===== config.mk =====
export PLATFORM = sky130hd
export DESIGN_NAME = map_seq_gen
export DESIGN_NICKNAME = d
export VERILOG_FILES = /design/src/rtl/map_seq_pkg.sv /design/src/rtl/map_seq_gen_start_edge_sync.sv /design/src/rtl/map_seq_gen.sv
export SDC_FILE = /design/constraint.sdc
export NUM_CORES = 1
export LEC_CHECK = 0
export ABC_CLOCK_PERIOD_IN_PS = 2400
export CORE_MARGIN = 3
export CORE_UTILIZATION = 47
export DETAILED_ROUTE_END_ITERATION = 7
export PLACE_DENSITY = 0.78
export SYNTH_ARGS = -nofsm -noshare
export SYNTH_HDL_FRONTEND = slang
export SYNTH_HIERARCHICAL = 1
export SYNTH_SLANG_ARGS = --single-unit

===== constraint.sdc =====
create_clock -name clock -period 2.4 [get_ports clock]
set_clock_uncertainty 0.15 [all_clocks]
set_input_delay 0.24 -clock clock [delete_from_list [all_inputs] [get_ports clock]]
set_output_delay 0.24 -clock clock [all_outputs]
set_load 0.01 [all_outputs]

===== src/rtl/map_seq_pkg.sv =====
// ---------------------------------------------------------------------------
// map_seq_pkg
// Shared definitions for the map_seq_gen block.
//   state_e       : FSM states of the run sequencer (IDLE, RUN, LOAD, DONE)
//   DEFAULT_TAPS  : default XNOR-LFSR feedback mask (8'hB8)
//   DEFAULT_SEED  : default LFSR value loaded when a run starts
// Optional feature macro used by the block: MAP_SEQ_ABORT_EN.
// ---------------------------------------------------------------------------
package map_seq_pkg;

  // IDLE is encoded as zero so that a reset register bank reads as IDLE.
  typedef enum logic [1:0] {
    IDLE = 2'd0,
    RUN  = 2'd1,
    LOAD = 2'd2,
    DONE = 2'd3
  } state_e;

  localparam logic [7:0] DEFAULT_TAPS = 8'hB8;
  localparam logic [7:0] DEFAULT_SEED = 8'h00;

endpackage : map_seq_pkg


===== src/rtl/map_seq_gen_start_edge_sync.sv =====
// ---------------------------------------------------------------------------
// start_edge_sync
// Brings the asynchronous start request into the clock domain with a
// two-flop synchroniser (s0 -> s1) and flags its rising edge.
// Ports:
//   clock      in  sole clock, rising edge
//   reset      in  synchronous, active-high; clears both flops
//   start      in  asynchronous start level
//   start_edge out one-cycle pulse, s0 & ~s1
// Because s1 resets to 0, a start level already high when reset releases
// produces an edge.
// ---------------------------------------------------------------------------
module start_edge_sync (
  input  logic clock,
  input  logic reset,
  input  logic start,
  output logic start_edge
);

  logic s0_q;
  logic s1_q;

  always_ff @(posedge clock) begin
    if (reset) begin
      s0_q <= 1'b0;
      s1_q <= 1'b0;
    end else begin
      s0_q <= start;
      s1_q <= s0_q;
    end
  end

  assign start_edge = s0_q & ~s1_q;

endmodule : start_edge_sync


===== src/rtl/map_seq_gen.sv =====
// ---------------------------------------------------------------------------
// map_seq_gen
// Run sequencer: a start edge loads a down-counter from n[CNT_W:1] and the
// LFSR from SEED, the LFSR shifts once per cycle until the counter hits
// zero, then {sr, n[0]} is captured into dp and the sticky done flag rises.
//
// Optional feature (macro MAP_SEQ_ABORT_EN): adds the abort input, which
// cancels a run while in RUN without touching dp or done.
//
// Ports:
//   clock      in   sole clock, rising edge
//   reset      in   synchronous, active-high
//   start      in   asynchronous run request (rising edge launches a run)
//   n          in   N_W  run descriptor: n[N_W-1:1] shift count, n[0] dp LSB
//   abort      in   cancel in RUN (only with MAP_SEQ_ABORT_EN)
//   busy       out  high while in RUN or LOAD
//   done       out  sticky run-complete flag
//   dp         out  DP_W result register
//   counter    out  CNT_W live down-counter
//   sr         out  SR_W live LFSR state
//   state_dbg  out  2-bit FSM state (state_e encoding) for observation
//
// Handshake: start is a level sampled through a synchroniser; only its rising
// edge matters, and an edge seen outside IDLE is dropped, never queued.
// ---------------------------------------------------------------------------
module map_seq_gen
  import map_seq_pkg::*;
#(
  parameter int              SR_W  = 8,
  parameter int              CNT_W = 8,
  parameter int              N_W   = CNT_W + 1,
  parameter int              DP_W  = SR_W + 1,
  parameter logic [SR_W-1:0] TAPS  = SR_W'(DEFAULT_TAPS),
  parameter logic [SR_W-1:0] SEED  = SR_W'(DEFAULT_SEED)
) (
  input  logic             clock,
  input  logic             reset,
  input  logic             start,
  input  logic [N_W-1:0]   n,
`ifdef MAP_SEQ_ABORT_EN
  input  logic             abort,
`endif
  output logic             busy,
  output logic             done,
  output logic [DP_W-1:0]  dp,
  output logic [CNT_W-1:0] counter,
  output logic [SR_W-1:0]  sr,
  output logic [1:0]       state_dbg
);

  // -------------------------------------------------------------------------
  // Start synchronisation
  // -------------------------------------------------------------------------
  logic start_edge;

  start_edge_sync u_start_edge_sync (
    .clock      (clock),
    .reset      (reset),
    .start      (start),
    .start_edge (start_edge)
  );

  // -------------------------------------------------------------------------
  // Optional abort
  // -------------------------------------------------------------------------
  logic abort_req;

`ifdef MAP_SEQ_ABORT_EN
  assign abort_req = abort;
`else
  assign abort_req = 1'b0;
`endif

  // -------------------------------------------------------------------------
  // Registers
  // -------------------------------------------------------------------------
  state_e             state_q;
  logic [CNT_W-1:0]   counter_q;
  logic [SR_W-1:0]    sr_q;
  logic [DP_W-1:0]    dp_q;
  logic               done_q;
  logic               busy_q;

  // XNOR feedback: the all-ones state is a lock-up point and is left as-is;
  // from the zero seed the sequence never reaches it.
  logic               fb_d;
  logic [SR_W-1:0]    sr_d;

  assign fb_d = ~^(sr_q & TAPS);
  assign sr_d = {sr_q[SR_W-2:0], fb_d};

  // -------------------------------------------------------------------------
  // Sequencer FSM with registered outputs
  // -------------------------------------------------------------------------
  always_ff @(posedge clock) begin
    if (reset) begin
      state_q   <= IDLE;
      counter_q <= '0;
      sr_q      <= '0;
      dp_q      <= '0;
      done_q    <= 1'b0;
      busy_q    <= 1'b0;
    end else begin
      case (state_q)
        IDLE: begin
          if (start_edge) begin
            counter_q <= n[CNT_W:1];
            sr_q      <= SEED;
            done_q    <= 1'b0;
            busy_q    <= 1'b1;
            state_q   <= RUN;
          end
        end

        RUN: begin
          // Abort wins over the counter-zero exit when both happen together.
          if (abort_req) begin
            busy_q  <= 1'b0;
            state_q <= IDLE;
          end else if (counter_q != '0) begin
            sr_q      <= sr_d;
            counter_q <= counter_q - CNT_W'(1);
          end else begin
            state_q <= LOAD;
          end
        end

        LOAD: begin
          // n[0] is sampled here, not at run start.
          dp_q    <= DP_W'({sr_q, n[0]});
          done_q  <= 1'b1;
          busy_q  <= 1'b0;
          state_q <= DONE;
        end

        DONE: begin
          state_q <= IDLE;
        end

        default: begin
          busy_q  <= 1'b0;
          state_q <= IDLE;
        end
      endcase
    end
  end

  // -------------------------------------------------------------------------
  // Outputs
  // -------------------------------------------------------------------------
  assign busy      = busy_q;
  assign done      = done_q;
  assign dp        = dp_q;
  assign counter   = counter_q;
  assign sr        = sr_q;
  assign state_dbg = state_q;

endmodule : map_seq_gen


After elaboration in Yosys (flattened, before gate mapping) --
Index checks and enable logic that the tools add are counted.
Cells by class: reduce and logical (&&, ||, !) cells 8, shift-type cells 0, $lt $le $gt $ge 0, div/mod/pow operators 0, eq/ne operators 6, bitwise logic cells 2, muxes and demuxes 13, $add $sub $neg 1, multipliers 0
Operators with widths (number):
- 8-bit 2-to-1 mux | 4
- 8-bit case mux with 2 select lines | 2
- 2-bit case mux with 4 select lines | 1
- 8-bit nonzero test | 1
- 8-bit XNOR reduction | 1
- 8-bit by 1-bit subtractor with 8-bit output, second input constant | 1
- 2-bit != test, second input constant | 3
- 2-bit equality test, second input constant | 2
- 2-bit 2-to-1 mux | 2
- 1-bit case mux with 2 select lines | 2
- 2-bit AND reduction | 2
- 2-bit nonzero test | 2
- 3-bit AND reduction | 1
- 2-bit by 1-bit equality test with 1-bit output, second input constant | 1
- 2-bit logical NOT | 1
- 1-bit 2-to-1 mux | 2
- 1-bit bitwise AND | 1
- 1-bit inverter | 1
Storage, ports and cells: flip-flop bits (word level) 31, output and inout bits 29, memories 0, latch bits 0, bits in writable memories 0, word-level logic and storage cells 38, ROM bits 0

Logic depth before layout (Yosys ltp) --
depth after elaboration 4, gate-level depth with buffers 7, mapped depth without buffers 6

By module --
Netlist, hierarchy kept.
By module, submodules not included:
- map_seq_gen | cells each 165, instances 1, area an instance 1441.4 µm²
- start_edge_sync | cells each 5, instances 1, area an instance 61.3 µm²

Worst setup path after synthesis --
No wires, ideal clock.
path kind reg2reg, start register state_q[0] (netlist: state_dbg[0]), end register counter_q[0] (netlist: counter[0]), arrival time 1.585 ns, stages on the path, launching flop included 8, clock period less this slack 1.805 ns, library setup time 0.070 ns, path buffers 1, slack 0.595 ns, path through dfxtp_1 -> inv_1 -> ha_1 -> mux2i_1 -> a31oi_1 -> buf_4 -> o21ai_0 -> a21oi_1
Between the ends: longest elaborated chain between the ends 3, elaborated cells between the ends (all ways) 7
RTL lines:
- start: declaration | RTL line map_seq_gen.sv:77 | state_e state_q;
- start signal: assignment | RTL line map_seq_gen.sv:97 | state_q <= IDLE;
- start signal: assignment | RTL line map_seq_gen.sv:111 | state_q <= RUN;
- start signal: assignment | RTL line map_seq_gen.sv:119 | state_q <= IDLE;
- 2-bit by 1-bit equality test with 1-bit output / 2-bit logical NOT (equally long branches) | RTL line map_seq_gen.sv:104 | case (state_q)
- 2-bit != test (no line) / 2-bit nonzero test (equally long branches)
- 3-bit AND reduction (no line)
- end signal: assignment | RTL line map_seq_gen.sv:107 | counter_q <= n[CNT_W:1];
- end signal: assignment | RTL line map_seq_gen.sv:122 | counter_q <= counter_q - CNT_W'(1);
- end: declaration | RTL line map_seq_gen.sv:78 | logic [CNT_W-1:0] counter_q;
Parallel ways exist; a longest one is shown, timed or not. A chain may end at the register's enable or synchronous reset.

Worst setup path after layout --
start register counter_q[0] (netlist: counter[0]), end register sr_q[0] (netlist: sr[0])
Between the ends: longest elaborated chain between the ends 3
RTL lines:
- 8-bit nonzero test | RTL line map_seq_gen.sv:120 | end else if (counter_q != '0) begin
- 2-bit != test (no line)
- 3-bit AND reduction (no line)
- end signal: assignment | RTL line map_seq_gen.sv:121 | sr_q <= sr_d;
- end: declaration | RTL line map_seq_gen.sv:79 | logic [SR_W-1:0] sr_q;
Every way passes these cells.

==> flow_summary.rst <==
.. list-table::
   :header-rows: 1

   * - Metric
     - Value
   * - Post-synthesis sequential area ratio
     - 41.3%
   * - Critical Path End Type
     - flop
   * - Wirelength, routed
     - 3530 um
   * - Actual transition at the worst max-transition pin
     - 652 ps
   * - Remaining DRCs
     - 0
   * - Initial cell density of the core
     - 51.8%
   * - Kind of start point of the critical path
     - flop
   * - Buffers plus inverters on the worst setup path
     - 2
   * - Startpoint of the most critical register-to-register path
     - counter[0]
   * - # resized after CTS
     - 0
   * - Hold_ws
     - between 300 and 400 ps
   * - Setup violation total in the final timing report
     - 0
   * - Iter 0 DRT Violations
     - 78
   * - Top achievable clock speed
     - 0.498 GHz
   * - Layout overhead on the synthesized area
     - 34.8%
   * - Final count of pins violating max slew
     - 0
   * - Cell-by-cell trace of the critical path
     - inv_1 -> ha_1 -> nor4b_4 -> a31oi_1 -> buf_4 -> nand3_1 -> a21oi_1
   * - CP max stage cell
     - sky130_fd_sc_hd__a31oi_1
   * - Unique cell type count in the Yosys netlist
     - 38
   * - Core footprint
     - 2900 um^2
   * - Wire per inst
     - 13.8 um
   * - Per-cell via count in the routed design
     - roughly 5.3
   * - Number of endpoints with negative hold slack in the final report
     - 0
   * - Count of hold buffers inserted by post-cts repair
     - 0
   * - Largest fanout of any net on the critical path
     - 8
   * - Largest stage delay, worst path
     - 440 ps
   * - Global routing usage on met2
     - 35.2%
   * - Number of sinks on the clock net
     - 31
   * - Leakage dissipation
     - 0.000726 uW
   * - Vias in the first global route
     - 1340
   * - Hold Crit Start
     - start
   * - # Post-CTS Setup Buffers
     - 0
   * - Reg-to-reg slack, setup
     - just under 400 ps
   * - Root cell of the clock tree
     - sky130_fd_sc_hd__clkbuf_4
   * - Max-cap viol count
     - 0
   * - Dpl hpwl
     - 2500 um
   * - Placer congestion estimate
     - 0.824
   * - CTS tree
     - yes
   * - GR Util met3
     - 5.04%
   * - Cell count after synthesis
     - 170
   * - All-Layer GR Usage
     - 19.6%
   * - Die area
     - 3910 um^2
   * - Number of nets at the end of the flow
     - 230
   * - Number of antenna cells inserted
     - 0
   * - Number of placement rows
     - 19
   * - Final total negative setup slack
     - 0 ps
   * - VDD IR-drop max
     - around 0.00053 V
   * - Period minus WS final
     - 2010 ps
   * - Worst Reg2Reg Path Length in Cells
     - 7
   * - Layer with the highest usage
     - met2
   * - Chip height
     - ~63 um
   * - Max transition margin
     - a little under three fifths
   * - Critical path class
     - flop to flop
   * - Horizontal extent of the die
     - 62.5 um
   * - Status
     - finished, final reports clean
   * - H-tree level count
     - 2
   * - Internal power component
     - 1230 uW
   * - Longest Clk Path Bufs
     - 2
   * - Beginning of the critical path
     - counter[0]
   * - Number of I/O pins
     - 41
   * - Summed instance area of the synthesized netlist
     - 1500 um^2
   * - Worst hold path class
     - primary input to flop
   * - Switching power of the nets
     - 722 uW
   * - Residual antenna-violating net count after detailed routing
     - 0
   * - Critical path depth
     - 7
   * - P per Cell Area
     - about 970 nW/um^2
   * - Combinational share of power
     - between 40% and 50%
   * - Top cell family by delay on the critical path
     - compound AO/OA/AOI/OAI gates
   * - Post-layout power
     - 1960 uW
   * - Pin count of the biggest net entering global routing
     - 35
   * - #FFs+latches synth
     - 31
   * - Share of layout cells above drive strength 1
     - approximately 8%
   * - CP Capture Point
     - sr[0]
   * - DR vias
     - 1358
   * - Clock transition at path regs
     - approximately 100 ps
   * - Syn Nets
     - between 150 and 200
   * - Fillers
     - roughly 260
   * - R2r endpoint
     - sr[0]
   * - First-pass GRT wire length
     - 6330 um
   * - Clock latency of the later-clocked register in the worst-skew pair
     - 320 ps
   * - Data required time at the worst endpoint
     - 2500 ps
   * - CP arrival
     - 2110 ps
   * - Initial antenna violation count
     - 0
   * - GR met1 Demand/Resource
     - 22.3%
   * - Unrepaired setup endpoints after global routing
     - false
   * - Sw frac
     - 36.9%
   * - Count of input and output buffers
     - 40
   * - Final worst path period share
     - 83.6%
   * - Clock power share
     - 21.6%
   * - Number of iterations in the first detailed-routing pass
     - 4
   * - Yosys warning total
     - 6
   * - Total CTS buffers
     - 5
   * - Leftover overflow at the end of global routing
     - 0
   * - Part of the power in registers
     - 33.9%
   * - Average cell area after synthesis
     - 8.84 um^2
-- synth_stat cells --
cell                        n  area (um^2)
sky130_fd_sc_hd__and4b_1    1         10.0
sky130_fd_sc_hd__and3b_1    1         8.76
sky130_fd_sc_hd__nor2b_1    8         50.1
sky130_fd_sc_hd__nor2b_2    1         8.76
sky130_fd_sc_hd__nor4b_4    1         23.8
sky130_fd_sc_hd__a21boi_1   1         7.51
sky130_fd_sc_hd__nand4b_1   1         8.76
sky130_fd_sc_hd__a41oi_1    1         8.76
sky130_fd_sc_hd__a211oi_1   3         22.5
sky130_fd_sc_hd__buf_1      2         7.51
sky130_fd_sc_hd__a31o_2     1         8.76
sky130_fd_sc_hd__o22ai_1    1         6.26
sky130_fd_sc_hd__buf_6      1         11.3
sky130_fd_sc_hd__nor3b_1    1         7.51
sky130_fd_sc_hd__o41ai_1    2         17.5
sky130_fd_sc_hd__o32ai_1    1         8.76
sky130_fd_sc_hd__a31o_1     1         8.76
sky130_fd_sc_hd__or3_1      1         6.26
sky130_fd_sc_hd__nor3_2     1         10.0
sky130_fd_sc_hd__buf_2      1         5.00
sky130_fd_sc_hd__o21ai_0   10         50.1
sky130_fd_sc_hd__inv_1      8         30.0
sky130_fd_sc_hd__clkbuf_1   4         15.0
sky130_fd_sc_hd__dfxtp_1   31          621
sky130_fd_sc_hd__a21oi_1   17         85.1
sky130_fd_sc_hd__nand2_1   11         41.3
sky130_fd_sc_hd__a21o_1     1         7.51
sky130_fd_sc_hd__nand2b_1   5         31.3
sky130_fd_sc_hd__nand3_1    8         40.0
sky130_fd_sc_hd__ha_1       6         75.1
sky130_fd_sc_hd__buf_4      1         7.51
sky130_fd_sc_hd__a31oi_1    1         6.26
sky130_fd_sc_hd__o22a_1     1         8.76
sky130_fd_sc_hd__xnor2_1    3         26.3
sky130_fd_sc_hd__mux2i_1   12          120
sky130_fd_sc_hd__a21boi_0   2         15.0
sky130_fd_sc_hd__nor4_2     1         12.5
sky130_fd_sc_hd__nor2_1    17         63.8
-- kinds of logic after synthesis --
logic type,after synthesis,share of synthesized area [%]
flip-flops,31,41.3
buffers and inverters,17,5.08
adder cells (fa/ha/maj),6,5.00
multiplexers,12,7.99
AND/OR/NAND/NOR,58,21.5
XOR/XNOR,3,1.75
AO/OA/AOI/OAI,43,17.4
-- sequential cells by signal, summed over array words and instances (netlist names) --
name	count
dp	9
counter	8
sr	8
state_dbg	2
busy	1
done	1
u_start_edge_sync/s0_q	1
u_start_edge_sync/s1_q	1
-- worst min path at each step --
stage | slack, ps | to | depth (start not counted)
after global placement | 300 | u_start_edge_sync/s1_q | 1
final | 320 | u_start_edge_sync/s0_q | 2
after detailed placement | 310 | u_start_edge_sync/s1_q | 1
after global routing | 320 | u_start_edge_sync/s0_q | 2
after CTS | 310 | u_start_edge_sync/s0_q | 2
after floorplan | 160 | u_start_edge_sync/s0_q | 1
-- layer usage --
layer / wire (um) / vias up
met1: 1510 / 643
met5: 0 / -
met2: 1800 / 33
met4: 46 / 0
li1: - / 677
met3: 167 / 5
-- worst reg2reg max path: stages (launching register included) --
cell and delay, ps:
sky130_fd_sc_hd__dfxtp_1 410, sky130_fd_sc_hd__inv_1 100, sky130_fd_sc_hd__ha_1 200, sky130_fd_sc_hd__nor4b_4 150
sky130_fd_sc_hd__a31oi_1 440, sky130_fd_sc_hd__buf_4 240, sky130_fd_sc_hd__nand3_1 80, sky130_fd_sc_hd__a21oi_1 160
-- area by class of cell --
type | count | area, um^2 | area share [%]
clock buffers | 6 | 51.3 | 2.53
multi-input cells | 122 | 806 | 39.8
well taps | 42 | 52.6 | 2.59
clock inverters | 2 | 35.0 | 1.73
flip-flops and latches | 31 | 621 | 30.6
repair buffers | 44 | 430 | 21.2
inverters | 8 | 30.0 | 1.48
-- layout by cell type (no fill, tap or decap), types with 6 or more instances in the layout --
master,synthesis,layout
sky130_fd_sc_hd__mux2i_1,12,12
sky130_fd_sc_hd__clkdlybuf4s50_1,0,40
sky130_fd_sc_hd__ha_1,6,6
sky130_fd_sc_hd__a21oi_1,17,17
sky130_fd_sc_hd__nand2_1,11,11
sky130_fd_sc_hd__dfxtp_1,31,31
sky130_fd_sc_hd__nand3_1,8,8
sky130_fd_sc_hd__nor2b_1,8,8
sky130_fd_sc_hd__o21ai_0,10,10
sky130_fd_sc_hd__inv_1,8,8
sky130_fd_sc_hd__nor2_1,17,17
-- per-stage QoR --
step                std cells  instance area, um^2  setup slack (ps)  util, %
finish                    255                 2030               393     69.8
global route              255                 2030               205     69.8
CTS                       255                 2030               389     69.8
detailed placement        247                 1940               413     66.9
global placement          247                 1940               489     66.9
floorplan                 170                 1500               595        -
-- power by group through the flow --
stage | Combinational [uW] | Sequential (uW) | Clock, uW
after CTS | 869 | 662 | 434
after floorplan | 566 | 690 | 0
after detailed placement | 862 | 674 | 0
after global placement | 841 | 667 | 0
final | 870 | 662 | 423
after global routing | 961 | 673 | 464
Power figures use the tool's default switching activity.
